File: src/rtl/moving_avg_filter_mc.sv
// ---------------------------------------------------------------------------
// moving_avg_filter_mc
// Boxcar moving-average filter with a run-time selectable power-of-two window
// (2**k samples, k = 0..SIZE_MAX). It smooths phase-error samples for the
// MMCM servo loop. Samples go into a circular buffer. A running sum adds each
// new sample and subtracts the one that leaves the window. The sum is wide
// enough that it never wraps.
//
// Parameters:
//   WIDTH     signed sample width
//   SIZE_MAX  log2 of the largest window; buffer depth is 2**SIZE_MAX
//   ROUND     0: truncate toward -inf; 1: round half up
//
// Ports:
//   clk         clock, all logic on the rising edge
//   reset_in    synchronous, active-high reset
//   CE          sample enable; data_in is accepted while high
//   win_sel     requested k; values above SIZE_MAX clamp to SIZE_MAX
//   data_in     input sample (signed)
//   data_out    window average (signed); holds between strobes
//   data_valid  one-cycle strobe: data_out updated and the window is full
//   filled      level: at least 2**k samples accepted since the last restart
//   k_active    window exponent currently in use
// ---------------------------------------------------------------------------
module moving_avg_filter_mc #(
   parameter  int WIDTH    = 16,
   parameter  int SIZE_MAX = 5,
   parameter  bit ROUND    = 1'b0,
   localparam int KW       = $clog2(SIZE_MAX + 1)
) (
   input  logic                    clk,
   input  logic                    reset_in,
   input  logic                    CE,
   input  logic [KW-1:0]           win_sel,
   input  logic signed [WIDTH-1:0] data_in,
   output logic signed [WIDTH-1:0] data_out,
   output logic                    data_valid,
   output logic                    filled,
   output logic [KW-1:0]           k_active
);

   localparam int DEPTH = 2 ** SIZE_MAX;
   localparam int ACC_W = WIDTH + SIZE_MAX;

   logic signed [WIDTH-1:0] r_mem [DEPTH];
   logic [SIZE_MAX-1:0]     r_wr_ptr;
   logic [SIZE_MAX:0]       r_fill_cnt;
   logic signed [ACC_W-1:0] r_accum;
   logic                    r_upd;        // an accept happened on the previous edge
   logic [KW-1:0]           r_k_active;
   logic signed [WIDTH-1:0] r_data_out;
   logic                    r_data_valid;
   logic                    r_filled;

   logic [KW-1:0]           w_k_req;
   logic                    w_restart;
   logic                    w_accept;
   logic [SIZE_MAX:0]       w_win;
   logic                    w_full;
   logic [SIZE_MAX-1:0]     w_rd_addr;
   logic signed [WIDTH-1:0] w_old_raw;
   logic signed [ACC_W-1:0] w_old_x;
   logic signed [ACC_W-1:0] w_din_x;
   logic [ACC_W:0]          w_rnd;
   logic signed [ACC_W:0]   w_sum;
   logic signed [WIDTH-1:0] w_avg;

   assign w_k_req   = (win_sel > KW'(SIZE_MAX)) ? KW'(SIZE_MAX) : win_sel;
   assign w_restart = (w_k_req != r_k_active);
   assign w_accept  = CE && !w_restart;

   assign w_win  = (SIZE_MAX + 1)'(1) << r_k_active;
   assign w_full = (r_fill_cnt == w_win);

   // For the largest window the low bits of w_win are zero, so the read
   // address equals the write address. The asynchronous read then returns
   // the oldest entry, before it is overwritten.
   assign w_rd_addr = r_wr_ptr - w_win[SIZE_MAX-1:0];
   assign w_old_raw = r_mem[w_rd_addr];

   // While filling, nothing has left the window yet. Stale RAM contents must
   // not be subtracted.
   assign w_old_x = w_full ? {{SIZE_MAX{w_old_raw[WIDTH-1]}}, w_old_raw} : '0;
   assign w_din_x = {{SIZE_MAX{data_in[WIDTH-1]}}, data_in};

   // Half an LSB of the shifted result is w_win/2. It is zero for k=0, so a
   // window of one sample passes through without rounding.
   assign w_rnd = ROUND ? (ACC_W + 1)'(w_win >> 1) : '0;
   assign w_sum = {r_accum[ACC_W-1], r_accum} + w_rnd;
   // The mean of WIDTH-bit values always fits in WIDTH bits, so the
   // truncation is exact.
   assign w_avg = WIDTH'(w_sum >>> r_k_active);

   // NOTE: sequential state uses non-blocking assignments, so every register
   // samples the values from before the edge. The output stage depends on this
   // because it reads r_accum and r_fill_cnt as left by the previous accept.
   always_ff @(posedge clk) begin
      if (reset_in) begin
         r_wr_ptr     <= '0;
         r_fill_cnt   <= '0;
         r_accum      <= '0;
         r_upd        <= 1'b0;
         r_k_active   <= w_k_req;
         r_data_out   <= '0;
         r_data_valid <= 1'b0;
         r_filled     <= 1'b0;
      end else if (w_restart) begin
         // New window size: discard the running sum and any in-flight result.
         // wr_ptr keeps moving, and data_out holds its last value.
         r_k_active   <= w_k_req;
         r_fill_cnt   <= '0;
         r_accum      <= '0;
         r_upd        <= 1'b0;
         r_data_valid <= 1'b0;
         r_filled     <= 1'b0;
      end else begin
         r_upd <= CE;
         if (CE) begin
            r_wr_ptr <= r_wr_ptr + SIZE_MAX'(1);
            r_accum  <= r_accum + w_din_x - w_old_x;
            if (!w_full) begin
               r_fill_cnt <= r_fill_cnt + (SIZE_MAX + 1)'(1);
            end
         end
         // Output stage, one cycle behind the accept that it reports.
         if (r_upd) begin
            r_data_out   <= w_avg;
            r_data_valid <= w_full;
            r_filled     <= w_full;
         end else begin
            r_data_valid <= 1'b0;
         end
      end
   end

   // NOTE: the sample buffer has no reset. Each entry is read only after the
   // current fill has written it, so clearing the RAM would add reset fan-out
   // and would stop the tools from mapping it to distributed RAM.
   always_ff @(posedge clk) begin
      if (!reset_in && w_accept) begin
         r_mem[r_wr_ptr] <= data_in;
      end
   end

   assign data_out   = r_data_out;
   assign data_valid = r_data_valid;
   assign filled     = r_filled;
   assign k_active   = r_k_active;

endmodule

File: config.mk
export PLATFORM = sky130hd
export DESIGN_NAME = moving_avg_filter_mc
export DESIGN_NICKNAME = d
export VERILOG_FILES = /design/src/rtl/moving_avg_filter_mc.sv
export SDC_FILE = /design/constraint.sdc
export NUM_CORES = 1
export LEC_CHECK = 0
export ABC_AREA = 1
export CAP_MARGIN = 20
export CORE_MARGIN = 1
export CORE_UTILIZATION = 50
export CTS_CLUSTER_SIZE = 24
export DETAILED_ROUTE_END_ITERATION = 6
export GPL_TIMING_DRIVEN = 1
export HOLD_SLACK_MARGIN = 0.15
export PLACE_DENSITY = 0.68
export SLEW_MARGIN = 20
export SYNTH_ARGS = -nofsm -noshare
export SYNTH_HDL_FRONTEND = slang
export SYNTH_SLANG_ARGS = --single-unit
export TNS_END_PERCENT = 1
File: constraint.sdc
create_clock -name clk -period 11.1 [get_ports clk]
set_input_delay 1.11 -clock clk [delete_from_list [all_inputs] [get_ports clk]]
set_output_delay 1.11 -clock clk [all_outputs]
set_load 0.05 [all_outputs]
==> reports/metrics.yaml, run 1 <==
worst_setup_path:
  path_class: "reg -> reg"
  path_max_fanout: 64
  cp.arrival_ns: 7.59
  cpMostUsedCell: "nand2_1"
  r2r-start: "k_active[2]"
  crit_buf_inv: 6
  slowest_delay_ns: 0.98
  cp.required_ns: 11.62
  r2r_slack_ns: 4.02
  crit_family: "simple AND/OR/NAND/NOR gates"
  critPathCaptureType: "flip-flop"
  slowest_stage: "edfxtp_1"
  cp-start-kind: "flip-flop"
  worstSetupStartpoint: "k_active[2]"
clocking:
  cts.path.max_buffers: 3
  htreeDepth: 2
  cts_root_buf: "clkbuf_16"
  path_clk_slew_ns: 0.06
  clkLatencyLatePin_ns: 0.62
  post_cts_resized: 0
  cts_tree: "built"
  post_cts_buffers: 0
  ctsHoldBuffers: 0
  clock_sinks: 566
  cts_buffers: 56
floorplanning:
  dieArea_um2: 52540
  design.core.area_um2: 50580
  rows: 82
  fp.dieW_um: 229.2
  start_util_pct: 51.04
  die_y_um: 229.2
  ioPinCount: 43
timing:
  slew_headroom_pct: 31.64
  min_period_over_period_pct: 63.75
  finalSetupViolCount: 0
  tightest_slew_ns: 1.025
  final.setup_skew_ns: 0.01970
  slew_violations: 0
  fmax_ghz: 0.1413
  tns_ns: 0
  post-route-min-period_ns: 7.076
  whs_ns: 0.4660
  finalHoldViolCount: 0
  rsz0062_at_grt: "no"
synthesis:
  synth_ff_type: "edfxtp_1"
  yosysUniqueCellTypes: 39
  post_synth.cell_area_avg_um2: 10.07
  netlist_top_cells_area: "edfxtp_1, nand2_1, nand3_1, dfxtp_1, nor2_1"
  syn_nets: 2638
  synth_enable_flop_cells: 515
  syn_inst: 2564
  synth_top_area_share_pct: 59.90
  yosysWarningCount: 0
  synth_seq_area_share_pct: 63.86
  synth-seq-cells: 566
  synth_most_common_cell: "nand2_1"
  syn-cell-area_um2: 25820
  synthTopCellsByCount: "nand2_1, edfxtp_1, nand3_1, nor2_1, inv_1"
  synth_async_sr_flop_share_pct: 0
  synth_top_cell_by_area: "edfxtp_1"
hold_path:
  hold_class: "reg -> reg"
  hold_start: "data_out[12]"
detailed_routing:
  dr.first_iter.drc_count: 1841
  vias: 18440
  vias_per_cell: 5.583
  wl_per_cell_um: 20.38
  routed_wl_um: 67310
  drtPass1Iterations: 5
  route.detailed.drc: 0
  drtAntennaViolNets: 0
power_and_ir_drop:
  power_density_nw_per_um2: 188.3
  ir_worst_vdd_uv: 159.6
  p_total_mw: 5.408
  leakage_nw: 11.03
status:
  status: "complete, no violations"
final_layout:
  layout-drive-gt1-share_pct: 7.298
  antenna_cells: 0
  syn2layout_area_growth_pct: 11.22
  nNetsFinal: 2667
global_routing:
  grt_max_degree: 155
  grt_pass1_wl_um: 105000
  grt_pass1_vias: 18260
  grt_overflow: 0
  antenna_found_initial: 1
  grt_use_total_pct: 26.05
placed_design:
  io_buffers: 42
  globalplace.congestion: 0.8898
  dp_hpwl_um: 39250
flow_run:
  maxCapViolations: 0
-- worst paths after layout --
path,end,cells after the start
worst max-delay path,r_accum[19],26
worst min-delay path,data_out[12],2
worst max register to register,r_accum[19],26
worst min register to register,data_out[12],2
-- cells by family (layout without fill, tap and decap cells) --
logic type,count (synthesis),in the layout,synth area share [%]
compound gates,214,214,4.604
xor+xnor,23,23,0.7803
fa+ha+maj,52,52,3.131
buf+inv,308,375,4.944
flops,566,566,63.86
mux,1,1,0.03877
simple gates,1400,1400,22.64
-- layout by cell type (no fill, tap or decap), types with 3 or more instances in the layout --
cell               n
clkinv_1          12
buf_12             3
fa_1              20
o21ai_2            9
clkdlybuf4s50_1   42
ha_1              30
edfxtp_1         515
clkinv_2           5
o21ai_0           82
nand2_2            6
bufinv_16          4
clkbuf_16         57
a21oi_1           87
nor3_1            31
nor2_2            13
inv_6              3
nor2_4             4
clkbuf_1          15
xor2_1            17
xnor2_1            3
inv_2              6
nand4_1            3
o22ai_1            4
o21ai_1            9
inv_1            166
o21bai_1           5
dfxtp_1           51
nand3_1          351
nand2_1          811
a21oi_2           11
buf_4             59
nor2_1           175
-- worst reg2reg max path, delay by kind of cell (launching register included) --
family          cells  cell delay [ns]
compound gates      2             0.40
buf+inv             6             1.90
simple gates       14             1.91
flops               1             0.98
fa+ha+maj           4             1.80
-- sequential cells by signal, summed over array words and instances, names as in the netlist --
name	cells
r_mem	512
r_accum	21
data_out	16
r_fill_cnt	6
r_wr_ptr	5
k_active	3
data_valid	1
filled	1
r_upd	1
-- routing by layer --
metal | track usage, % | up-vias | wire length (um)
met5 | 0 | - | 0
met4 | 9.833 | 0 | 2120
met3 | 3.536 | 123 | 5224
met2 | 42.29 | 759 | 31870
met1 | 35.77 | 8866 | 28090
li1 | - | 8691 | -
-- where the power goes --
part,total [mW],switching (mW),leakage [nW],internal [mW]
clock network,1.81,0.782,0.824,1.02
logic,1.26,0.887,5.16,0.374
registers,2.34,0.00878,5.04,2.33
total,5.41,1.68,11.0,3.73
-- cell type report --
cell class | count | area (um2)
Fill cell | 4248 | 21870
Tap cell | 672 | 840.8
Timing Repair Buffer | 104 | 923.4
Inverter | 175 | 666.9
Multi-Input combinational cell | 1690 | 8102
Clock inverter | 24 | 212.7
Clock buffer | 72 | 1483
Sequential cell | 566 | 16490
-- stage by stage --
| stage | cells | cell area (um2) | setup slack (ns) | utilization, % |
|---|---|---|---|---|
| 2_1_floorplan | 2564 | 25820 | 6.367 | - |
| 3_3_place_gp | 3207 | 27020 | 4.036 | 53.42 |
| 3_5_place_dp | 3207 | 27020 | 4.050 | 53.42 |
| 4_1_cts | 3303 | 28710 | 4.029 | 56.77 |
| 5_1_grt | 3303 | 28710 | 3.529 | 56.77 |
| 6_report | 3303 | 28710 | 4.024 | 56.77 |
(Power assumes the default switching activity.)
==> run 2, diff against run 1 <==
==> constraint.sdc (replaced) <==
create_clock -name clk -period 6.8 [get_ports clk]
set_input_delay 0.68 -clock clk [delete_from_list [all_inputs] [get_ports clk]]
set_output_delay 0.68 -clock clk [all_outputs]
set_load 0.05 [all_outputs]
==> run 2 against run 1 <==
Net effect: setup slack worse by 3.2 ns; first-iteration DRC count is 3.4% lower; non-clock buffer count is 22 higher; register-to-register slack worse by 3.2 ns; global-route usage hardly changed; critical path depth is 3 higher; flip-flop and latch count stayed put; clock skew is 0.014 ns higher; utilization is 0.78 points higher; fmax is 18% higher; cell area is 1.4% higher; sequential share of layout area is 0.78 points lower.
==> reports/metrics.yaml, run 2 (synthesis results as in run 1) <==
final_layout:
  layout-drive-gt1-share_pct: 8.459  # was 7.298%
  finalNonFillerCells: 3334  # was 3303
  layout_commonest_cell: "nand2_1"  # unchanged
  nNetsFinal: 2690  # was 2667
  final_util_pct: 57.55  # was 56.77%
  top_register: "r_mem"  # unchanged
  layout_common_cells: "nand2_1, edfxtp_1, nand3_1, nor2_1, inv_1"  # unchanged
  syn2layout_area_growth_pct: 12.76  # was 11.22%
  largest_register_ffs: 512  # unchanged
placed_design:
  place_ws_ns: 0.8655  # was 4.050 ns
  io_buffers: 42  # unchanged
  dp_cells: 3229  # was 3207
  dp_hpwl_um: 41890  # was 39250 um
  globalplace.congestion: 0.8826  # was 0.8898
power_and_ir_drop:
  ir_worst_vdd_uv: 233.5  # was 159.6 uV
  leakage_nw: 11.24  # was 11.03 nW
  switching_share_pct: 30.48  # was 31.02%
  power_frac_comb_pct: 22.9  # was 23.3%
  netSwitchingPower_mw: 2.783  # was 1.677 mW
  clkPwrFrac_pct: 35.2  # was 33.4%
  pwr-share-seq_pct: 41.8  # was 43.3%
  p_int_mw: 6.349  # was 3.730 mW
  power_density_nw_per_um2: 313.7  # was 188.3 nW/um2
clocking:
  post_cts_buffers: 0  # unchanged
  clock_sinks: 566  # unchanged
  clkLatencyLatePin_ns: 0.63  # was 0.62 ns
  cts_root_buf: "clkbuf_16"  # unchanged
  cts_buffers: 57  # was 56
  cts_tree: "built"  # unchanged
  post_cts_resized: 0  # unchanged
  cts.path.max_buffers: 3  # unchanged
  htreeDepth: 2  # unchanged
  path_clk_slew_ns: 0.07  # was 0.06 ns
  ctsHoldBuffers: 0  # unchanged
timing:
  rsz0062_at_grt: "no"  # unchanged
  min_period_over_period_pct: 88.29  # was 63.75%
  post-route-min-period_ns: 6.004  # was 7.076 ns
  finalHoldViolCount: 0  # unchanged
  fmax_ghz: 0.1666  # was 0.1413 GHz
  fin_ws_ns: 0.7964  # was 4.024 ns
  finalSetupViolCount: 0  # unchanged
  tns_ns: 0  # unchanged
  tightest_slew_ns: 0.9833  # was 1.025 ns
  whs_ns: 0.4669  # was 0.4660 ns
  slew_violations: 0  # unchanged
  final.setup_skew_ns: 0.03408  # was 0.01970 ns
  slew_headroom_pct: 34.24  # was 31.64%
worst_setup_path:
  reg2regPathDepth: 29  # was 26
  critPathCaptureType: "flip-flop"  # unchanged
  path_class: "reg -> reg"  # unchanged
  cpMostUsedCell: "nand2_1"  # unchanged
  slowest_delay_ns: 0.86  # was 0.98 ns
  cp.required_ns: 7.34  # was 11.62 ns
  cp-start-kind: "flip-flop"  # unchanged
  slowest_stage: "edfxtp_1"  # unchanged
  cp.arrival_ns: 6.54  # was 7.59 ns
  path_max_fanout: 38  # was 64
global_routing:
  grt_overflow: 0  # unchanged
  grt_pass1_vias: 17940  # was 18260
  grt_pass1_wl_um: 104500  # was 105000 um
  grt_max_degree: 103  # was 155
  antenna_found_initial: 5  # was 1
  grt_use_total_pct: 26.06  # was 26.05%
floorplanning:
  start_util_pct: 51.04  # unchanged
  fp.dieW_um: 229.2  # unchanged
  die_y_um: 229.2  # unchanged
  dieArea_um2: 52540  # unchanged
  ioPinCount: 43  # unchanged
  rows: 82  # unchanged
  design.core.area_um2: 50580  # unchanged
hold_path:
  whs_path_depth: 2  # unchanged
  hold_class: "reg -> reg"  # unchanged
detailed_routing:
  vias_per_cell: 5.538  # was 5.583
  routed_wl_um: 67650  # was 67310 um
  route.detailed.drc: 0  # unchanged
  dr.first_iter.drc_count: 1779  # was 1841
  wl_per_cell_um: 20.29  # was 20.38 um
  vias: 18470  # was 18440
  drtPass1Iterations: 7  # was 5
  drtAntennaViolNets: 0  # unchanged
flow_run:
  maxCapViolations: 0  # unchanged
status:
  status: "complete, no violations"  # unchanged
==> run 2: final cells by class <==
class	count	area (um2)
Clock buffer	72	1555
Inverter	175	666.9
Clock inverter	31	354.1
Sequential cell	566	16490
Tap cell	672	840.8
Fill cell	4202	21470
Timing Repair Buffer	126	1101
Multi-Input combinational cell	1690	8102
Antenna cell	2	5.005
==> run 2: worst paths after layout <==
check / slack (ns) / startpoint / to
worst min register to register: 0.47 / filled / filled
worst min-delay path: 0.47 / filled / filled
worst max-delay path: 0.80 / k_active[1] / r_accum[14]
worst max register to register: 0.80 / k_active[1] / r_accum[14]
==> run 2: per-layer routing <==
metal  track usage, %  vias to the layer above  share of wire, %
li1                 -                     8747                 -
met4            8.667                        2               2.8
met1            35.61                     8911                41
met2            42.26                      686                47
met3            4.544                      119               8.7
met5                0                        -             0.012
==> run 2: stage by stage <==
step	power, mW	cell area (um2)
floorplan	5.306	25820
global placement	5.939	27200
detailed placement	5.957	27200
CTS	9.154	29110
global route	9.549	29110
finish	9.132	29110
==> run 2: power by group through the flow <==
| stage | clock network, mW | registers (mW) | logic (mW) |
|---|---|---|---|
| after floorplan | 0 | 3.90 | 1.41 |
| after CTS | 3.26 | 3.82 | 2.07 |
| after global placement | 0 | 3.89 | 2.05 |
| final | 3.22 | 3.82 | 2.09 |
| after global routing | 3.40 | 3.82 | 2.33 |
| after detailed placement | 0 | 3.89 | 2.06 |
==> run 2: critical path: cells and delay by family (launching register included) <==
| kind | cells | cell delay, ns |
|---|---|---|
| adder cells (fa/ha/maj) | 5 | 1.85 |
| AND/OR/NAND/NOR | 16 | 1.66 |
| buffers and inverters | 7 | 1.18 |
| flip-flops | 1 | 0.86 |
| AO/OA/AOI/OAI | 1 | 0.32 |
==> run 3, diff against run 2 <==
==> constraint.sdc (replaced) <==
create_clock -name clk -period 6.6 [get_ports clk]
set_input_delay 0.66 -clock clk [delete_from_list [all_inputs] [get_ports clk]]
set_output_delay 0.66 -clock clk [all_outputs]
set_load 0.05 [all_outputs]
==> run 3 against run 2 <==
Net effect: fmax rose by 7.1%; critical path depth is 2 lower; utilization decreased by 0.22 points; clock power shrank 3%; sequential share of layout area grew 0.21 points; wire length increased by 1.6%; flip-flop and latch count unchanged; hold slack worse by 0.0036 ns; die area unchanged; count of clock-buffer cells in the layout down 6; global-route usage grew 0.40 points; register-to-register slack gained 0.20 ns.
==> reports/metrics.yaml, run 3 (synthesis results as in run 1) <==
status:
  status: "complete, no violations"  # unchanged
power_and_ir_drop:
  p_total_mw: 9.217  # was 9.132 mW
  leakage_nw: 11.21  # was 11.24 nW
  clkPwrFrac_pct: 34.0  # was 35.2%
  power_frac_comb_pct: 23.4  # was 22.9%
  ir_worst_vdd_uv: 255.0  # was 233.5 uV
  netSwitchingPower_mw: 2.885  # was 2.783 mW
  switching_share_pct: 31.30  # was 30.48%
  pwr-share-seq_pct: 42.7  # was 41.8%
  p_int_mw: 6.333  # was 6.349 mW
  power_density_nw_per_um2: 317.8  # was 313.7 nW/um2
final_layout:
  top_register: "r_mem"  # unchanged
  nNetsFinal: 2687  # was 2690
  multi_input_area_um2: 8102  # unchanged
  syn2layout_area_growth_pct: 12.34  # was 12.76%
  final_area_um2: 29000  # was 29110 um2
  layout-drive-gt1-share_pct: 8.691  # was 8.459%
  antenna_cells: 0  # was 2
  num-fill-cells: 4282  # was 4202
  largest_register_ffs: 512  # unchanged
  layout_commonest_cell: "nand2_1"  # unchanged
  layout_common_cells: "nand2_1, edfxtp_1, nand3_1, nor2_1, inv_1"  # unchanged
  regArea_um2: 16490  # unchanged
flow_run:
  maxCapViolations: 0  # unchanged
worst_setup_path:
  cp.required_ns: 7.14  # was 7.34 ns
  path_max_fanout: 25  # was 38
  slowest_delay_ns: 0.77  # was 0.86 ns
  cp.arrival_ns: 6.14  # was 6.54 ns
  r2r_slack_ns: 1.0  # was 0.80 ns
  critPathCaptureType: "flip-flop"  # unchanged
  reg2regPathDepth: 27  # was 29
  cp-start-kind: "flip-flop"  # unchanged
  cpMostUsedCell: "nand2_1"  # unchanged
  slowest_stage: "fa_4"  # was edfxtp_1
  path_class: "reg -> reg"  # unchanged
hold_path:
  whs_path_depth: 2  # unchanged
  hold_class: "reg -> reg"  # unchanged
timing:
  post-route-min-period_ns: 5.605  # was 6.004 ns
  slew_violations: 0  # unchanged
  fin_ws_ns: 0.9950  # was 0.7964 ns
  min_period_over_period_pct: 84.92  # was 88.29%
  rsz0062_at_grt: "no"  # unchanged
  tns_ns: 0  # unchanged
  tightest_slew_ns: 1.058  # was 0.9833 ns
  slew_headroom_pct: 29.26  # was 34.24%
  finalSetupViolCount: 0  # unchanged
  final.setup_skew_ns: 0.02615  # was 0.03408 ns
  finalHoldViolCount: 0  # unchanged
  fmax_ghz: 0.1784  # was 0.1666 GHz
global_routing:
  grt_max_degree: 87  # was 103
  grt_overflow: 0  # unchanged
  antenna_found_initial: 2  # was 5
  grt_pass1_wl_um: 105700  # was 104500 um
  grt_pass1_vias: 18170  # was 17940
  grt_use_total_pct: 26.46  # was 26.06%
clocking:
  ctsHoldBuffers: 0  # unchanged
  post_cts_resized: 0  # unchanged
  cts_tree: "built"  # unchanged
  path_clk_slew_ns: 0.07  # about the same
  cts_root_buf: "clkbuf_16"  # unchanged
  htreeDepth: 2  # unchanged
  post_cts_buffers: 0  # unchanged
  clock_sinks: 566  # unchanged
  cts.path.max_buffers: 3  # unchanged
  clkLatencyLatePin_ns: 0.63  # about the same
  cts_buffers: 56  # was 57
floorplanning:
  ioPinCount: 43  # unchanged
  start_util_pct: 51.04  # unchanged
  dieArea_um2: 52540  # unchanged
  design.core.area_um2: 50580  # unchanged
  die_y_um: 229.2  # unchanged
  fp.dieW_um: 229.2  # unchanged
  rows: 82  # unchanged
detailed_routing:
  vias: 18420  # was 18470
  drtPass1Iterations: 6  # was 7
  route.detailed.drc: 0  # unchanged
  dr.first_iter.drc_count: 1895  # was 1779
  vias_per_cell: 5.533  # was 5.538
  routed_wl_um: 68710  # was 67650 um
  drtAntennaViolNets: 0  # unchanged
  wl_per_cell_um: 20.63  # was 20.29 um
placed_design:
  place_ws_ns: 1.003  # was 0.8655 ns
  dp_hpwl_um: 41480  # was 41890 um
  globalplace.congestion: 0.9082  # was 0.8826
  placed_area_um2: 27220  # was 27200 um2
  io_buffers: 42  # unchanged
run 3: power by group through the flow:
stage          logic, mW  clock network (mW)  registers, mW
2_1_floorplan       1.45                   0           4.02
3_3_place_gp        2.11                   0           4.01
3_5_place_dp        2.13                   0           4.01
4_1_cts             2.14                3.17           3.93
5_1_grt             2.41                3.30           3.93
6_report            2.15                3.13           3.93
run 3: worst max-delay path: cells and delay by family (launching register included):
| kind | cells | cell delay, ns |
|---|---|---|
| and+or+nand+nor | 17 | 1.95 |
| buffers and inverters | 5 | 0.91 |
| DFF | 1 | 0.46 |
| adders and majority gates | 4 | 1.74 |
| AOI/OAI and AO/OA | 1 | 0.40 |
run 3: area by class of cell:
type                       instances  share of cell area, %
multi-input combinational       1690                  27.93
clock inverter                    37                  1.096
inverter                         175                  2.299
tap                              672                  2.899
sequential                       566                  56.84
timing repair buffer             124                  3.857
clock buffer                      66                  5.069
run 3: metrics by stage:
step | utilization (%) | hold slack [ns] | cells
CTS | 57.35 | 0.4650 | 3330
floorplan | - | 0.4535 | 2564
finish | 57.34 | 0.4633 | 3330
detailed placement | 53.81 | 0.4563 | 3227
global route | 57.34 | 0.4963 | 3330
global placement | 53.81 | 0.4545 | 3227
run 3: path summary, 6_finish.rpt:
check,from,endpoint
max reg2reg,k_active[0],r_accum[15]
max,k_active[0],r_accum[15]
min reg2reg,filled,filled
min,filled,filled
run 3: metal layers:
layer	track usage [%]	part of all wire [%]	vias to the layer above
met4	8.667	2.9	0
met3	3.212	7.7	118
met2	42.99	47	732
li1	-	-	8732
met1	37.08	43	8842
met5	0	0	-
